### src/rtl/iir2_prog.sv
// Second-order direct-form-I IIR filter with run-time programmable coefficients.
// Computes y = (b0*x0 + b1*x1 + b2*x2 - a1*y1 - a2*y2) >>> FRAC, with one cycle of latency.
// Optional feature: define IIR2_PROG_SAT_EN to saturate the result to NB bits.
// When it is undefined, the result wraps to NB bits instead.
module iir2_prog #(
  parameter int unsigned NB   = 12,
  parameter int unsigned FRAC = 11
) (
  input  logic                 CLK,
  input  logic                 RST_n,
  input  logic signed [NB-1:0] DIN,
  input  logic                 VIN,
  input  logic                 CLR,
  input  logic                 COEF_WE,
  input  logic [2:0]           COEF_ADDR,
  input  logic signed [NB-1:0] COEF_DATA,
  output logic signed [NB-1:0] DOUT,
  output logic                 VOUT
);

  localparam int unsigned PW = 2 * NB;
  localparam int unsigned AW = 2 * NB + 3;

  // Coefficient registers
  logic signed [NB-1:0] b0_q, b1_q, b2_q, a1_q, a2_q;
  // Filter history and output registers
  logic signed [NB-1:0] x1_q, x2_q, y1_q, y2_q, dout_q;
  logic                 vout_q;

  logic signed [PW-1:0] p_b0, p_b1, p_b2, p_a1, p_a2;
  logic signed [AW-1:0] acc;
  logic signed [NB-1:0] result;

  // Sign-extend an NB-bit value to product width
  function automatic logic signed [PW-1:0] ext_p(input logic signed [NB-1:0] v);
    return {{(PW - NB){v[NB-1]}}, v};
  endfunction

  // Sign-extend a product to accumulator width
  function automatic logic signed [AW-1:0] ext_a(input logic signed [PW-1:0] v);
    return {{(AW - PW){v[PW-1]}}, v};
  endfunction

  // Products and full-precision accumulation; feedback terms are subtracted
  always_comb begin
    p_b0 = ext_p(b0_q) * ext_p(DIN);
    p_b1 = ext_p(b1_q) * ext_p(x1_q);
    p_b2 = ext_p(b2_q) * ext_p(x2_q);
    p_a1 = ext_p(a1_q) * ext_p(y1_q);
    p_a2 = ext_p(a2_q) * ext_p(y2_q);
    acc  = ext_a(p_b0) + ext_a(p_b1) + ext_a(p_b2) - ext_a(p_a1) - ext_a(p_a2);
  end

`ifdef IIR2_PROG_SAT_EN
  logic signed [AW-1:0] shifted;

  // Arithmetic shift, then clamp when the upper bits are not a pure sign extension
  always_comb begin
    shifted = acc >>> FRAC;
    if ((&shifted[AW-1:NB-1]) || !(|shifted[AW-1:NB-1])) begin
      result = shifted[NB-1:0];
    end else if (shifted[AW-1]) begin
      result = {1'b1, {(NB - 1){1'b0}}};
    end else begin
      result = {1'b0, {(NB - 1){1'b1}}};
    end
  end
`else
  // Arithmetic shift, keep the low NB bits (wrap)
  always_comb begin
    result = NB'(acc >>> FRAC);
  end
`endif

  // Coefficient write port; addresses 5-7 are ignored and CLR does not block writes
  always_ff @(posedge CLK or negedge RST_n) begin
    if (!RST_n) begin
      b0_q <= '0;
      b1_q <= '0;
      b2_q <= '0;
      a1_q <= '0;
      a2_q <= '0;
    end else if (COEF_WE) begin
      case (COEF_ADDR)
        3'd0:    b0_q <= COEF_DATA;
        3'd1:    b1_q <= COEF_DATA;
        3'd2:    b2_q <= COEF_DATA;
        3'd3:    a1_q <= COEF_DATA;
        3'd4:    a2_q <= COEF_DATA;
        default: ;
      endcase
    end
  end

  // Filter state: CLR wins over VIN, the feedback path stores the reduced result
  always_ff @(posedge CLK or negedge RST_n) begin
    if (!RST_n) begin
      x1_q   <= '0;
      x2_q   <= '0;
      y1_q   <= '0;
      y2_q   <= '0;
      dout_q <= '0;
      vout_q <= 1'b0;
    end else if (CLR) begin
      x1_q   <= '0;
      x2_q   <= '0;
      y1_q   <= '0;
      y2_q   <= '0;
      dout_q <= '0;
      vout_q <= 1'b0;
    end else if (VIN) begin
      x2_q   <= x1_q;
      x1_q   <= DIN;
      y2_q   <= y1_q;
      y1_q   <= result;
      dout_q <= result;
      vout_q <= 1'b1;
    end else begin
      vout_q <= 1'b0;
    end
  end

  assign DOUT = dout_q;
  assign VOUT = vout_q;

endmodule

### config.mk
export PLATFORM = sky130hd
export DESIGN_NAME = iir2_prog
export DESIGN_NICKNAME = d
export VERILOG_FILES = /design/src/rtl/iir2_prog.sv
export SDC_FILE = /design/constraint.sdc
export NUM_CORES = 2
export LEC_CHECK = 0
export CELL_PAD_IN_SITES_DETAIL_PLACEMENT = 0
export CELL_PAD_IN_SITES_GLOBAL_PLACEMENT = 1
export CORE_UTILIZATION = 35
export CTS_CLUSTER_SIZE = 10
export DETAILED_ROUTE_END_ITERATION = 10
export PLACE_DENSITY_LB_ADDON = 0.05
export SLEW_MARGIN = 20
export SYNTH_ARGS = -nofsm -noshare
export SYNTH_HDL_FRONTEND = slang
export SYNTH_SLANG_ARGS = --single-unit
### constraint.sdc
create_clock -name CLK -period 7.8 [get_ports CLK]
set_input_delay 1.17 -clock CLK [delete_from_list [all_inputs] [get_ports CLK]]
set_output_delay 1.17 -clock CLK [all_outputs]
set_load 0.05 [all_outputs]
# Yosys cells after proc, flatten, opt, wreduce, memory -nomap -nowiden
# Index checks and enable logic that the tools add are counted.
# word_totals
n_memories	0
latch_bits	0
out_inout_bits	13
wordCells	40
input_bits	32
mem_bits_rw	0
mem_bits_ro	0
regBits	109
# op_classes
order_cmp	0
eq_ne	4
bitwise	0
div_mod_pow	0
addsub	4
shift	0
mux	10
multipliers	5
reduce_logical	7
# ops
op	count
$mul A12 B12 Y23	5
$mux W12	8
$add A23 B23 Y23	2
$sub A23 B23 Y23	2
$reduce_and A2 Y1	5
$eq A3 B2 Y1 const B	2
$eq A3 B1 Y1 const B	1
$eq A3 B3 Y1 const B	1
$logic_not A3 Y1	1
$mux W1	2
$reduce_bool A2 Y1	1

# Longest topological paths before layout
# logic_depth
depth_word	7
mapped_depth	30
ltp_nobuf	29

# Least setup slack after synthesis
# No wires, ideal clock.
# synth_timing
path_type	in2reg
start	input port DIN[11]
end	register dout_q[11] (netlist: DOUT[11])
arrival_ps	8468
required_ps	7727
setup_time_ps	73
path_slack_ps	-741
n_path_buf	1
stages	27
cell_sequence	clkbuf_1 nand2b_1 fa_1 inv_1 fa_1 fa_1 inv_1 fa_1 fa_1 fa_1 inv_1 fa_1 fa_1 fa_1 inv_1 fa_1 inv_1 ha_1 a21o_1 a22o_1 o41ai_1 a21bo_1 o31a_1 a31oi_2 xnor2_1 mux2i_1 nor2_1
# synth_via
elab_chain_len	7
# synth_rtl
item	line_no	text
from (decl)	11	input logic signed [NB-1:0] DIN,
$mul A12 B12 Y23	46	p_b0 = ext_p(b0_q) * ext_p(DIN);
$add A23 B23 Y23 (2 in a row)	51	acc = ext_a(p_b0) + ext_a(p_b1) + ext_a(p_b2) - ext_a(p_a1) - ext_a(p_a2);
$sub A23 B23 Y23 (2 in a row)	51	
$mux W12	111	end else if (VIN) begin
$mux W12	104	end else if (CLR) begin
to (signal assigned)	116	dout_q <= result;
to (decl)	27	logic signed [NB-1:0] x1_q, x2_q, y1_q, y2_q, dout_q;
# No other way between the ends. The select of a mux whose other input is x is not followed.
# A chain may end at the register's enable or synchronous reset.

# Final worst setup path
# layout_timing
start	input port DIN[3]
end	register dout_q[11] (netlist: DOUT[11])
# The elaborated chain is that of the path after synthesis.

==> results.sh <==
export IMPL_synth_top_area_cell="fa_1"
export IMPL_yosysUniqueCellTypes=40
export IMPL_grt_pass1_vias=23926
export IMPL_period_share_pct=108
export IMPL_dieArea_mm2=0.0921
export IMPL_num_rows=110
export IMPL_cpMaxStageDelayCell="fa_2"
export IMPL_grt_ovfl_total=0
export IMPL_seq_area_frac_synth_pct=8.57
export IMPL_cp_required_ns=8.13
export IMPL_wl_um=94500
export IMPL_synthFlopType="dfrtp_1"
export IMPL_synth_avg_cell_area_um2=9.99
export IMPL_cts_tree="done"
export IMPL_period_minus_slack_ns=8.40
export IMPL_root_buffer="clkbuf_16"
export IMPL_postSynthCellCount=3184
export IMPL_ant_nets=0
export IMPL_hpwl_um=83900
export IMPL_synth_commonest_cells="902 x inv_1, 826 x fa_1, 342 x and2_1"
export IMPL_synth_top_cells_by_area="fa_1 52%, inv_1 11%, dfrtp_1 8.6%"
export IMPL_hold_viol=0
export IMPL_clk_path_buf_depth=2
export IMPL_drive_gt1_share_pct=15.8
export IMPL_cap_violations=0
export IMPL_chipWidth_um=303
export IMPL_finClkSkew_ns=0.0127
export IMPL_min_path_type="reg -> reg"
export IMPL_first_pass_iters=5
export IMPL_slew_headroom_pct=22.4
export IMPL_finalSetupViolCount=11
export IMPL_grt_max_degree=57
export IMPL_start_util_pct=35.3
export IMPL_synth_compound_area_share_pct=0.610
export IMPL_synth_edff_count=0
export IMPL_synthDominantCellAreaShare_pct=52.0
export IMPL_arrival_ns=8.73
export IMPL_grt_pass1_wl_um=148000
export IMPL_ioPinCount=45
export IMPL_drtIter0Drc=950
export IMPL_routabilityCongestion=0.850
export IMPL_fin_nets=4510
export IMPL_cts_clk_slew_worst_paths_ns=0.09
export IMPL_seq_area_mm2=0.00273
export IMPL_ys_seq_elements=109
export IMPL_h_tree_depth=3
export IMPL_coreArea_mm2=0.0900
export IMPL_drc=0
export IMPL_yosysMostFrequentCell="inv_1"
export IMPL_critPathMaxStageDelay_ns=0.57
export IMPL_cts_buffers=9
export IMPL_crit_type="in -> reg"
export IMPL_syn_area_mm2=0.0318
export IMPL_endpoint_kind="register"
export IMPL_startpoint_type="primary input"
export IMPL_multi_input_area_mm2=0.0257
export IMPL_antenna_found_initial=2
export IMPL_cts_sinks=109
export IMPL_via_per_inst=4.47
export IMPL_fmax_ghz=0.119
export IMPL_synth_net_count=4247
export IMPL_die_h_um=303
export IMPL_async_flop_share_pct=100
export IMPL_rsz0062_at_grt="true"
export IMPL_wire_per_inst_um=20.4
export IMPL_port_buffers=44
export IMPL_yosys_area_share_simple_pct=12.6
export IMPL_synthXorXnorAreaFrac_pct=2.27
export IMPL_cp_max_fo=4
export IMPL_final_max_slew_viol_count=0
export IMPL_worst_slack_ns=-0.600
export IMPL_yosys_warnings=0
export IMPL_synth_top_family_by_area="adder cells"
export IMPL_holdWs_ns=0.593
export IMPL_synthAdderAreaFrac_pct=60.0
export IMPL_violations="negative setup slack"
export IMPL_insertion_delay_ns=0.41
export IMPL_syn2layout_area_growth_pct=15.5
export IMPL_track_usage_pct=22.1
export IMPL_tightest_slew_ns=1.16
export IMPL_vias=20699
export IMPL_fillCellCount=9074
export IMPL_synthMuxAreaShare_pct=3.60
export IMPL_cts_hold_buf=0
export IMPL_status="finished with violations"
-- stage by stage --
step	std cells	util, %	area, µm²	TNS, ns	setup WS (ns)
finish	4630	40.8	36800	-4.06	-0.600
CTS	4628	40.6	36500	-5.20	-0.753
floorplan	3184	-	32000	-2.12	-0.524
detailed placement	4585	39.8	35800	-13.54	-1.47
global placement	4585	39.8	35800	-13.26	-1.42
global route	4628	40.8	36700	-6.80	-0.884
-- layout by cell type (no fill, tap or decap), types with 3 or more instances in the layout --
| cell type | synthesis | final |
|---|---|---|
| nand2_1 | 321 | 312 |
| a21oi_1 | 12 | 6 |
| inv_2 | 1 | 14 |
| ha_4 | 0 | 14 |
| buf_6 | 0 | 22 |
| nor2_1 | 54 | 54 |
| buf_4 | 1 | 317 |
| buf_2 | 0 | 5 |
| clkdlybuf4s50_1 | 0 | 29 |
| nand2_2 | 0 | 7 |
| inv_1 | 902 | 889 |
| buf_12 | 0 | 6 |
| dfrtp_1 | 109 | 109 |
| ha_1 | 205 | 187 |
| xnor2_1 | 69 | 67 |
| and2_4 | 0 | 15 |
| mux2_2 | 60 | 60 |
| clkbuf_16 | 0 | 9 |
| and2_1 | 342 | 327 |
| ha_2 | 0 | 4 |
| a21oi_2 | 0 | 6 |
| fa_1 | 826 | 793 |
| mux2i_1 | 47 | 47 |
| fa_2 | 0 | 33 |
| buf_8 | 0 | 3 |
| nand2b_1 | 21 | 19 |
| xor2_1 | 11 | 10 |
| nor2b_1 | 39 | 39 |
-- registers in the layout (all words and copies together), names as in the netlist --
name,count
DOUT,12
VOUT,1
a1_q,12
a2_q,12
b0_q,12
b1_q,12
b2_q,12
x1_q,12
x2_q,12
y2_q,12
-- logic make-up (layout without fill, tap and decap cells) --
logic type / count (synthesis) / count (layout)
flops: 109 / 109
buf+inv: 1039 / 1307
other cells: 0 / 2
xor+xnor: 81 / 81
mux: 107 / 107
compound gates: 27 / 27
simple gates: 790 / 790
fa+ha+maj: 1031 / 1031
-- critical path: cells and delay by family --
family,cells,cell delay [ns]
buf+inv,8,0.50
compound gates,6,1.40
simple gates,2,0.31
xor+xnor,1,0.13
mux,1,0.09
fa+ha+maj,11,5.14
-- per-layer routing --
| metal | GRT usage, % | part of all wire (%) | wire, µm |
|---|---|---|---|
| met5 | 0 | 0.012 | 11 |
| met4 | 6.50 | 3.0 | 2880 |
| met3 | 2.03 | 2.6 | 2430 |
| met2 | 37.8 | 50 | 47600 |
| met1 | 29.9 | 44 | 41500 |
-- what timing repair did --
item,4_1_cts,5_1_grt
setup endpoints to repair,11,11
pin swaps,65,98
gates resized for setup,92,65
endpoints found under the hold margin,0,0
buffers inserted,24,3
cloned,3,0
-- final cells by class --
type,instances,area share (%)
Clock buffer,10,0.650
Tap cell,1176,4.00
Inverter,903,9.22
Sequential cell,109,7.42
Timing Repair Buffer,388,8.60
Clock inverter,6,0.235
Multi-Input combinational cell,2036,69.9
Antenna cell,2,0.0136
-- worst paths after layout --
| kind | from | endpoint | slack [ns] | cells after the start |
|---|---|---|---|---|
| max | DIN[3] | DOUT[11] | -0.60 | 29 |
| min | b1_q[1] | b1_q[1] | 0.59 | 1 |
| max reg2reg | x2_q[3] | DOUT[11] | -0.35 | 25 |
| min reg2reg | b1_q[1] | b1_q[1] | 0.59 | 1 |
| max in group asynchronous | RST_n | DOUT[5] | 5.75 | 2 |
| min in group asynchronous | RST_n | DOUT[4] | 0.75 | 1 |
Power is not shown: default switching activity piles up to over one toggle a cycle in this logic, so the estimate is an artifact.
